### src/rtl/mem_bus_responder.sv
// -----------------------------------------------------------------------------
// mem_bus_responder
//
// Memory-side endpoint of the CPU/MEM bus. It arbitrates the rq/gnt handshake
// and accepts a start pulse carrying mode and address. It then serves single
// or BURST_LEN-beat burst reads and writes from an internal DEPTH x DWIDTH RAM,
// with WAIT_STATES idle cycles between accepting start and the first beat.
// The data ports are split; the top level maps wdata/rdata/rdata_oe onto the
// shared inout data line.
//
// Optional feature macro:
//   MEM_BURST_EN  defined   : modes 10/11 run BURST_LEN-beat bursts.
//                 undefined : mode[1] is ignored, every transfer is one beat,
//                             and the beat counter is not built.
//
// Ports:
//   clk       in   1       bus clock; all logic on the rising edge
//   rst       in   1       synchronous, active-high reset
//   rq        in   1       master requests the bus
//   start     in   1       master launches a transfer (honoured only in GRANT)
//   mode      in   2       00 read, 01 write, 10 burst read, 11 burst write
//   addr      in   AWIDTH  start address, sampled with start
//   wdata     in   DWIDTH  write data, sampled on every rdy=1 cycle of a write
//   gnt       out  1       bus granted to master
//   rdy       out  1       one beat completes this cycle
//   rdata     out  DWIDTH  read data, valid when rdy=1 on a read
//   rdata_oe  out  1       drive enable for the shared data line (rdy on reads)
//
// All outputs are registered. The RAM contents are not cleared by reset.
// -----------------------------------------------------------------------------
module mem_bus_responder #(
    parameter int DWIDTH      = 8,
    parameter int AWIDTH      = 8,
    parameter int WAIT_STATES = 1,
    parameter int BURST_LEN   = 4
) (
    input  logic              clk,
    input  logic              rst,
    input  logic              rq,
    input  logic              start,
    input  logic [1:0]        mode,
    input  logic [AWIDTH-1:0] addr,
    input  logic [DWIDTH-1:0] wdata,
    output logic              gnt,
    output logic              rdy,
    output logic [DWIDTH-1:0] rdata,
    output logic              rdata_oe
);

    localparam int DEPTH = 2 ** AWIDTH;
    localparam logic [3:0] WAIT_INIT = 4'(WAIT_STATES);
    localparam logic [AWIDTH-1:0] ADDR_ONE = {{(AWIDTH-1){1'b0}}, 1'b1};

    typedef enum logic [2:0] {
        ST_IDLE  = 3'd0,
        ST_GRANT = 3'd1,
        ST_WAIT  = 3'd2,
        ST_XFER  = 3'd3,
        ST_DONE  = 3'd4
    } state_t;

    state_t              state_r;
    state_t              next_state_s;
    logic [3:0]          wait_cnt_r;
    logic [3:0]          wait_nxt_s;
    logic [AWIDTH-1:0]   addr_r;       // address of the current beat
    logic                write_r;      // latched mode[0]
    logic                accept_s;     // start honoured this cycle
    logic                beat_done_s;  // a beat completes at this edge
    logic                last_beat_s;
    logic                nxt_write_s;
    logic [AWIDTH-1:0]   rd_addr_s;    // RAM word to present during the next cycle
    logic                we_s;
    logic                gnt_nxt_s;
    logic                rdy_nxt_s;
    logic                oe_nxt_s;

    logic [DWIDTH-1:0]   mem_r [DEPTH];

`ifdef MEM_BURST_EN
    localparam int BW = (BURST_LEN > 1) ? $clog2(BURST_LEN) : 1;
    localparam logic [BW-1:0] BEAT_LAST = BW'(BURST_LEN - 1);
    localparam logic [BW-1:0] BEAT_ONE  = BW'(1);

    logic [BW-1:0] beat_r;
    logic          burst_r;       // latched mode[1]

    // A single transfer ends on its only beat; a burst on beat BURST_LEN-1.
    assign last_beat_s = !burst_r || (beat_r == BEAT_LAST);

    // Beat counter and burst flag: cleared on accept, advanced per beat.
    always_ff @(posedge clk) begin
        if (rst) begin
            beat_r  <= '0;
            burst_r <= 1'b0;
        end else if (accept_s) begin
            beat_r  <= '0;
            burst_r <= mode[1];
        end else if (beat_done_s) begin
            beat_r  <= last_beat_s ? '0 : beat_r + BEAT_ONE;
        end
    end
`else
    logic mode_unused_s;

    // Without bursts, every transfer is exactly one beat and mode[1] is a don't-care.
    assign last_beat_s   = 1'b1;
    assign mode_unused_s = mode[1];
`endif

    // Next-state, next-output and RAM address decode.
    always_comb begin
        next_state_s = state_r;
        wait_nxt_s   = wait_cnt_r;
        accept_s     = 1'b0;
        beat_done_s  = 1'b0;
        rd_addr_s    = addr_r;
        case (state_r)
            ST_IDLE: begin
                if (rq) begin
                    next_state_s = ST_GRANT;
                end else begin
                    next_state_s = ST_IDLE;
                end
            end
            ST_GRANT: begin
                // start wins over a simultaneous rq drop
                if (start) begin
                    accept_s  = 1'b1;
                    rd_addr_s = addr;
                    if (WAIT_INIT == 4'd0) begin
                        next_state_s = ST_XFER;
                        wait_nxt_s   = 4'd0;
                    end else begin
                        next_state_s = ST_WAIT;
                        wait_nxt_s   = WAIT_INIT;
                    end
                end else if (!rq) begin
                    next_state_s = ST_IDLE;
                end else begin
                    next_state_s = ST_GRANT;
                end
            end
            ST_WAIT: begin
                // The counter holds the number of edges still to wait.
                if (wait_cnt_r <= 4'd1) begin
                    next_state_s = ST_XFER;
                    wait_nxt_s   = 4'd0;
                end else begin
                    next_state_s = ST_WAIT;
                    wait_nxt_s   = wait_cnt_r - 4'd1;
                end
            end
            ST_XFER: begin
                beat_done_s = 1'b1;
                rd_addr_s   = addr_r + ADDR_ONE;
                if (last_beat_s) begin
                    next_state_s = ST_DONE;
                end else begin
                    next_state_s = ST_XFER;
                end
            end
            ST_DONE: begin
                // Re-grant directly so gnt drops for exactly one cycle.
                if (rq) begin
                    next_state_s = ST_GRANT;
                end else begin
                    next_state_s = ST_IDLE;
                end
            end
            default: begin
                next_state_s = ST_IDLE;
                wait_nxt_s   = 4'd0;
            end
        endcase

        if (accept_s) begin
            nxt_write_s = mode[0];
        end else begin
            nxt_write_s = write_r;
        end

        gnt_nxt_s = (next_state_s == ST_GRANT) || (next_state_s == ST_WAIT) ||
                    (next_state_s == ST_XFER);
        rdy_nxt_s = (next_state_s == ST_XFER);
        oe_nxt_s  = rdy_nxt_s && !nxt_write_s;
    end

    assign we_s = (state_r == ST_XFER) && write_r;

    // Control state, latched request fields and registered bus outputs.
    always_ff @(posedge clk) begin
        if (rst) begin
            state_r    <= ST_IDLE;
            wait_cnt_r <= 4'd0;
            addr_r     <= '0;
            write_r    <= 1'b0;
            gnt        <= 1'b0;
            rdy        <= 1'b0;
            rdata      <= '0;
            rdata_oe   <= 1'b0;
        end else begin
            state_r    <= next_state_s;
            wait_cnt_r <= wait_nxt_s;
            if (accept_s) begin
                addr_r  <= addr;
                write_r <= mode[0];
            end else if (beat_done_s) begin
                addr_r  <= addr_r + ADDR_ONE;  // wraps modulo DEPTH
            end
            gnt      <= gnt_nxt_s;
            rdy      <= rdy_nxt_s;
            rdata_oe <= oe_nxt_s;
            rdata    <= oe_nxt_s ? mem_r[rd_addr_s] : '0;
        end
    end

    // RAM write port; a beat whose edge coincides with reset is dropped.
    always_ff @(posedge clk) begin
        if (!rst && we_s) begin
            mem_r[addr_r] <= wdata;
        end
    end

endmodule

### config.mk
export PLATFORM = sky130hd
export DESIGN_NAME = mem_bus_responder
export DESIGN_NICKNAME = d
export VERILOG_FILES = /design/src/rtl/mem_bus_responder.sv
export SDC_FILE = /design/constraint.sdc
export NUM_CORES = 2
export LEC_CHECK = 0
export BUFFER_PORTS_ARGS = -buffer_cell sky130_fd_sc_hd__buf_2
export CAP_MARGIN = 0
export CORE_MARGIN = 2
export CORE_UTILIZATION = 50
export CTS_BUF_LIST = sky130_fd_sc_hd__clkbuf_8
export DETAILED_ROUTE_END_ITERATION = 16
export PLACE_DENSITY = 0.73
export SLEW_MARGIN = 30
export SYNTH_ARGS = -nofsm -noshare
export SYNTH_HDL_FRONTEND = slang
export SYNTH_SLANG_ARGS = --single-unit
### constraint.sdc
create_clock -name clk -period 3.47 [get_ports clk]
set_input_delay 0 -clock clk [delete_from_list [all_inputs] [get_ports clk]]
set_output_delay 0 -clock clk [all_outputs]
set_load 0.03 [all_outputs]
# --- After elaboration in Yosys (flattened, before gate mapping) ---
# Memories as Yosys holds them, arrays and structs flattened. A register that Yosys moved wholly into a read port is not among the register bits.
# Cells that the tools add are included.
classes:
  add_sub_neg: 2
  order_cmp: 1
  n_eq_ne: 8
  n_mux: 17
  bitwise: 2
  n_reduce_logical: 13
op_table:
  columns: ["op", "n"]
  rows:
  - ["$mux 8", 3]
  - ["$pmux 8 s2", 1]
  - ["$eq 3x2->1 const B", 4]
  - ["$pmux 3 s4", 1]
  - ["$pmux 4 s3", 1]
  - ["$add 8x1->8 const B", 1]
  - ["$mux 1", 8]
  - ["$mux 4", 2]
  - ["$eq 3x1->1 const B", 2]
  - ["$le 4x1->1 const B", 1]
  - ["$reduce_or 2->1", 2]
  - ["$sub 4x1->4 const B", 1]
  - ["$eq 3x3->1 const B", 1]
  - ["$logic_and 1x1->1", 3]
  - ["$logic_not 3->1", 1]
  - ["$mux 3", 1]
  - ["$reduce_or 3->1", 1]
  - ["$logic_not 1->1", 2]
  - ["$logic_or 1x1->1", 2]
  - ["$ne 2x2->1 const B", 1]
  - ["$not 1->1", 2]
  - ["$reduce_and 2->1", 1]
  - ["$reduce_bool 2->1", 1]
totals:
  regBits: 19
  ram_bits: 2048
  in_bits: 22
  output_inout_bits: 11
  wordCells: 51
  memories: 1
mem_list:
  columns: ["memory", "depth", "width", "read_ports", "rd_clocked_by_memory_dff", "wr", "line_no", "rtl"]
  rows:
  - ["mem_r", 256, 8, 1, 1, 1, "78", "logic [DWIDTH-1:0] mem_r [DEPTH];"]

# --- Logic depth before layout (Yosys ltp) ---
logic_depth:
  ltp_word: 7
  mapped_depth: 16
  ltp_nobuf: 11

# --- Worst setup path after synthesis ---
# OpenSTA, ideal clock, no wires.
synth_path:
  path_kind: "reg2reg"
  start: "reg state_r[2]"
  end: "reg rdata[6], read port of mem_r"
  arrival_ps: 2738
  required_ps: 3345
  setup_slack_ps: 606
  stages_incl_launch_ff: 11
  n_path_buf: 2
  period_less_slack_ps: 2864
  path_cell_list: "dfxtp_1 nand2b_1 buf_2 a22o_4 nor2_8 buf_12 mux4_2 mux4_2 a2111oi_0 and4_1 nor3_1"
synth_between:
  elab_chain_len: 7
  word_cells_on_any_way: 15
  cone_classes: "eq/ne: 5; mux: 4; bitwise: 1; reduce/logical: 5"
synth_rtl:
  columns: ["item", "line_no", "rtl"]
  rows:
  - ["start, declared", "62", "state_t state_r;"]
  - ["start signal, assigned", "203", "state_r <= next_state_s;"]
  - ["$eq 3x3->1, or another cell as far along", "118", "case (state_r)"]
  - ["$reduce_or 2->1 (no line) or $mux 1 (tied branches)", null, null]
  - ["$pmux 3 s4 or $mux 1 (tied branches)", "118, 177", null]
  - ["$eq 3x2->1 or $logic_not 1->1 (tied branches)", "185, 186", null]
  - ["$logic_and 1x1->1", "186", "oe_nxt_s = rdy_nxt_s && !nxt_write_s;"]
  - ["$not 1->1 (no line)", null, null]
  - ["$reduce_or 2->1 (no line)", null, null]
  - ["end, declared", "46", "output logic [DWIDTH-1:0] rdata,"]
# Several ways; a longest one is shown, not always the timed one.
# A chain may end at the register's enable or synchronous reset.

# --- Final worst setup path ---
layout_path:
  start: "reg addr_r[0]"
  end: "reg rdata[1], read port of mem_r"
layout_between:
  elab_chain_len: 2
  word_cells_on_any_way: 3
  cone_classes: "add/sub: 1; mux: 2"
layout_rtl:
  columns: ["item", "line_no", "rtl"]
  rows:
  - ["start, declared", "66", "logic [AWIDTH-1:0] addr_r;"]
  - ["start signal, assigned", "206", "addr_r <= addr;"]
  - ["start signal, assigned", "209", "addr_r <= addr_r + ADDR_ONE;"]
  - ["$add 8x1->8 or $mux 8 (tied branches)", "156, 128", null]
  - ["$pmux 8 s2 (*)", "118", null]
# Every way passes the cells marked *; elsewhere a longest branch is shown, timed or not.

==> results.cfg <==
[outcome]
outcome = complete, but fails checks
violations = setup timing

[logic_synthesis]
synth_compound_area_frac = 0.08120
syn_avg_cell_area_sq_um = 16.08
synth-xor-area-share = 0.0002119
muxShareOfSynthArea = 0.06749
synth_top_family_by_area = compound AO/OA/AOI/OAI gates
ys_async_sr_fraction = 0
syn-num-nets = 5168
synth_edf_count = 2048
synth_cells = 5140
synth_adder_area_share = 0.0009081
synth_cell_types = 79
synth_top_area_frac = 0.7439
yosys.area.top_type = edfxtp_1
syn_area_sq_um = 82670
yosysWarnings = 0
synth-seq-cells = 2075
ys_seq_area_frac = 0.7505
synth_area_leaders = edfxtp_1 (74%), mux4_2 (5.1%), nand2_1 (3.2%)
synth_ff_type = edfxtp_1
synthSimpleGateAreaFrac = 0.07365

[cells_and_area]
mostFrequentLayoutCell = edfxtp_1
fill_cells = 11730
drive_gt1_frac = 0.2529
final_nets = 5985
utilization = 0.5975
final_cell_mix = edfxtp_1 (2048), nand2_1 (708), buf_4 (656)
syn_to_final_growth_pct = 18.98
design_area_sq_um = 98360

[sta]
clock.fmax_mhz = 278.8
hold_viol = 0
rsz0062_at_grt = yes
fin_ws_ns = -0.1173
setup_violations = 4
period_share = 1.034
fin_skew_ns = 0.07025
slew_headroom = 0.2595
hold-worst-slack_ns = 0.1757
worst_slew_pin_slew_ns = 1.108
min_period_ns = 3.587
slew_viol_final = 0

[global_route]
grt_pass1_vias = 51340
met1_usage = 0.3673
grt_overflow = 0
grt_antenna_before_repair = 10
use_met2 = 0.4155
grt_pass1_wl_um = 340100
top_usage_layer = met2
grt_usage = 0.2755
grt_use_met3 = 0.08277
grt_max_degree = 126

[hold_path]
min_path_cells = 7
hold_path_end = wait_cnt_r[0]
hold_path_startpoint = start
hold_path_class = in -> reg

[detailed_routing]
drt_iter0_markers = 7628
routed_via_density = 6.335
drc = 0
vias = 53180
first_pass_iters = 6
wl_per_cell_um = 28.66
ant_nets = 0
postRouteWirelength_um = 240500

[floorplan]
rows = 149
core_area_sq_um = 164600
start_util = 0.5022
die-height_um = 410.6
die_w_um = 410.6
dieArea_sq_um = 168600
num_io_pins = 33

[setup_path]
r2r-start = addr_r[0]
max_stage_delay_ns = 0.52
crit_arrival_ns = 4.51
slowest_stage = o22ai_1
cp-end-kind = flip-flop
startpoint = addr_r[0]
r2r-end = rdata[1]
worstRegToRegCells = 15
crit_path_max_fanout = 11
crit_required_ns = 4.40
critical_path.startpoint_type = flip-flop
rrSetupSlack_ns = -0.12
path_cells = inv_1 > ha_1 > nand2b_4 > a21oi_4 > or2_4 > buf_12 > buf_4 > nor2_4 > buf_12 > buf_4 > a32oi_1 > o21ai_1 > o22ai_1 > nor2_1 > a311oi_1
path_buf_inv = 5
crit_type = reg -> reg
path_delay_family = compound AO/OA/AOI/OAI gates

[cts]
cts-root-buf = clkbuf_8
cts_max_level = 5
insertion_delay_ns = 1.05
ctsLongestPathBuffers = 4
cts.clk_slew.worst_paths_ns = 0.07
tritoncts = yes
cts_buffers = 336
cts_sinks = 2075

[placement]
port_buffers = 31
placed_cell_area_sq_um = 90140
routabilityCongestion = 0.9534
hpwl_um = 148800

[power_and_ir_drop]
p_leak_nw = 33.39
ir_worst_vdd_mv = 0.4754
cellPowerDensity_nw_per_um2 = 575.6

[flow_run]
cap_violations = 0
==> how the worst max path moves through the flow <==
stage	to	slack, ns	cells past startpoint
finish	rdata[1]	-0.12	15
detailed placement	rdata[7]	-0.44	15
floorplan	rdata[6]	0.61	10
global placement	rdata[7]	-0.50	15
CTS	rdata[7]	0.0004	13
global route	rdata[1]	-0.16	16
==> area by class of cell <==
type | instances | area (sq um) | area share
antenna | 9 | 22.52 | 0.0002290
clock buffer | 346 | 4762 | 0.04842
clock inverter | 231 | 1170 | 0.01189
inverter | 9 | 33.78 | 0.0003435
multi-input combinational | 2677 | 19350 | 0.1967
sequential | 2075 | 62050 | 0.6308
tap | 2189 | 2739 | 0.02785
timing repair buffer | 858 | 8238 | 0.08375
==> layer usage <==
metal  wire (um)  share of wire
met3       33370           0.14
met2      108900           0.45
met5         249         0.0010
met1       85550           0.36
met4       12490          0.052
==> synthesized netlist by cell type, types with 9 or more instances <==
cell / n
edfxtp_1: 2048
nand2_1: 711
nor2_1: 313
mux4_2: 186
a21oi_1: 184
nand3_1: 171
clkbuf_1: 168
mux2i_1: 131
a311oi_1: 116
o21ai_0: 116
buf_2: 114
a211oi_1: 101
and3_1: 97
a32oi_1: 88
a221oi_1: 86
a31oi_1: 62
a22oi_1: 38
a32o_1: 36
buf_4: 33
buf_6: 32
nor3_1: 30
dfxtp_1: 27
buf_1: 19
o21ai_1: 18
nor4_1: 17
o22ai_1: 16
and4_1: 15
a2111oi_0: 14
a221o_1: 11
buf_12: 9
inv_1: 9
==> registers in the layout, indices dropped and copies added, names as in the netlist <==
register / count
wait_cnt_r: 4
rdata_oe: 1
addr_r: 8
state_r: 3
mem_r: 2048
write_r: 1
rdy: 1
gnt: 1
rdata: 8
==> per-stage QoR <==
| stage | setup TNS, ns | power [mW] | instances | setup WS [ns] |
|---|---|---|---|---|
| floorplan | 0 | 32.77 | 5140 | 0.6064 |
| finish | -0.1602 | 56.61 | 8394 | -0.1173 |
| detailed placement | -1.818 | 36.57 | 7713 | -0.4408 |
| CTS | 0 | 55.80 | 8336 | 0.0003966 |
| global route | -0.4704 | 58.07 | 8387 | -0.1594 |
| global placement | -1.717 | 36.43 | 7713 | -0.5032 |
==> repair_timing <==
action,4_1_cts,5_1_grt
setup buffers,14,35
gates resized for setup,49,162
gates cloned,6,14
pin swaps,8,34
hold endpoints to repair,1611,5
hold buffers,26,1
setup endpoints to repair,8,24
==> worst min-delay path: stages <==
cell and delay (ns):
dlygate4sd3_1 0.53, buf_2 0.20, nor2b_1 0.17, nand2_1 0.08, o31ai_1 0.07, nand2_1 0.07
a21oi_1 0.05
==> cells by family after synthesis <==
group / count (synthesis)
xor+xnor: 2
buf+inv: 388
mux: 324
simple gates: 1407
fa+ha+maj: 6
flops: 2075
compound gates: 938
==> where the power goes <==
group / leakage [nW] / switching (mW) / internal [mW] / total [mW]
Clock: 3.40 / 9.43 / 9.81 / 19.2
Sequential: 18.6 / 0.0336 / 27.5 / 27.6
Combinational: 11.4 / 5.92 / 3.87 / 9.78
(Power assumes the default switching activity.)
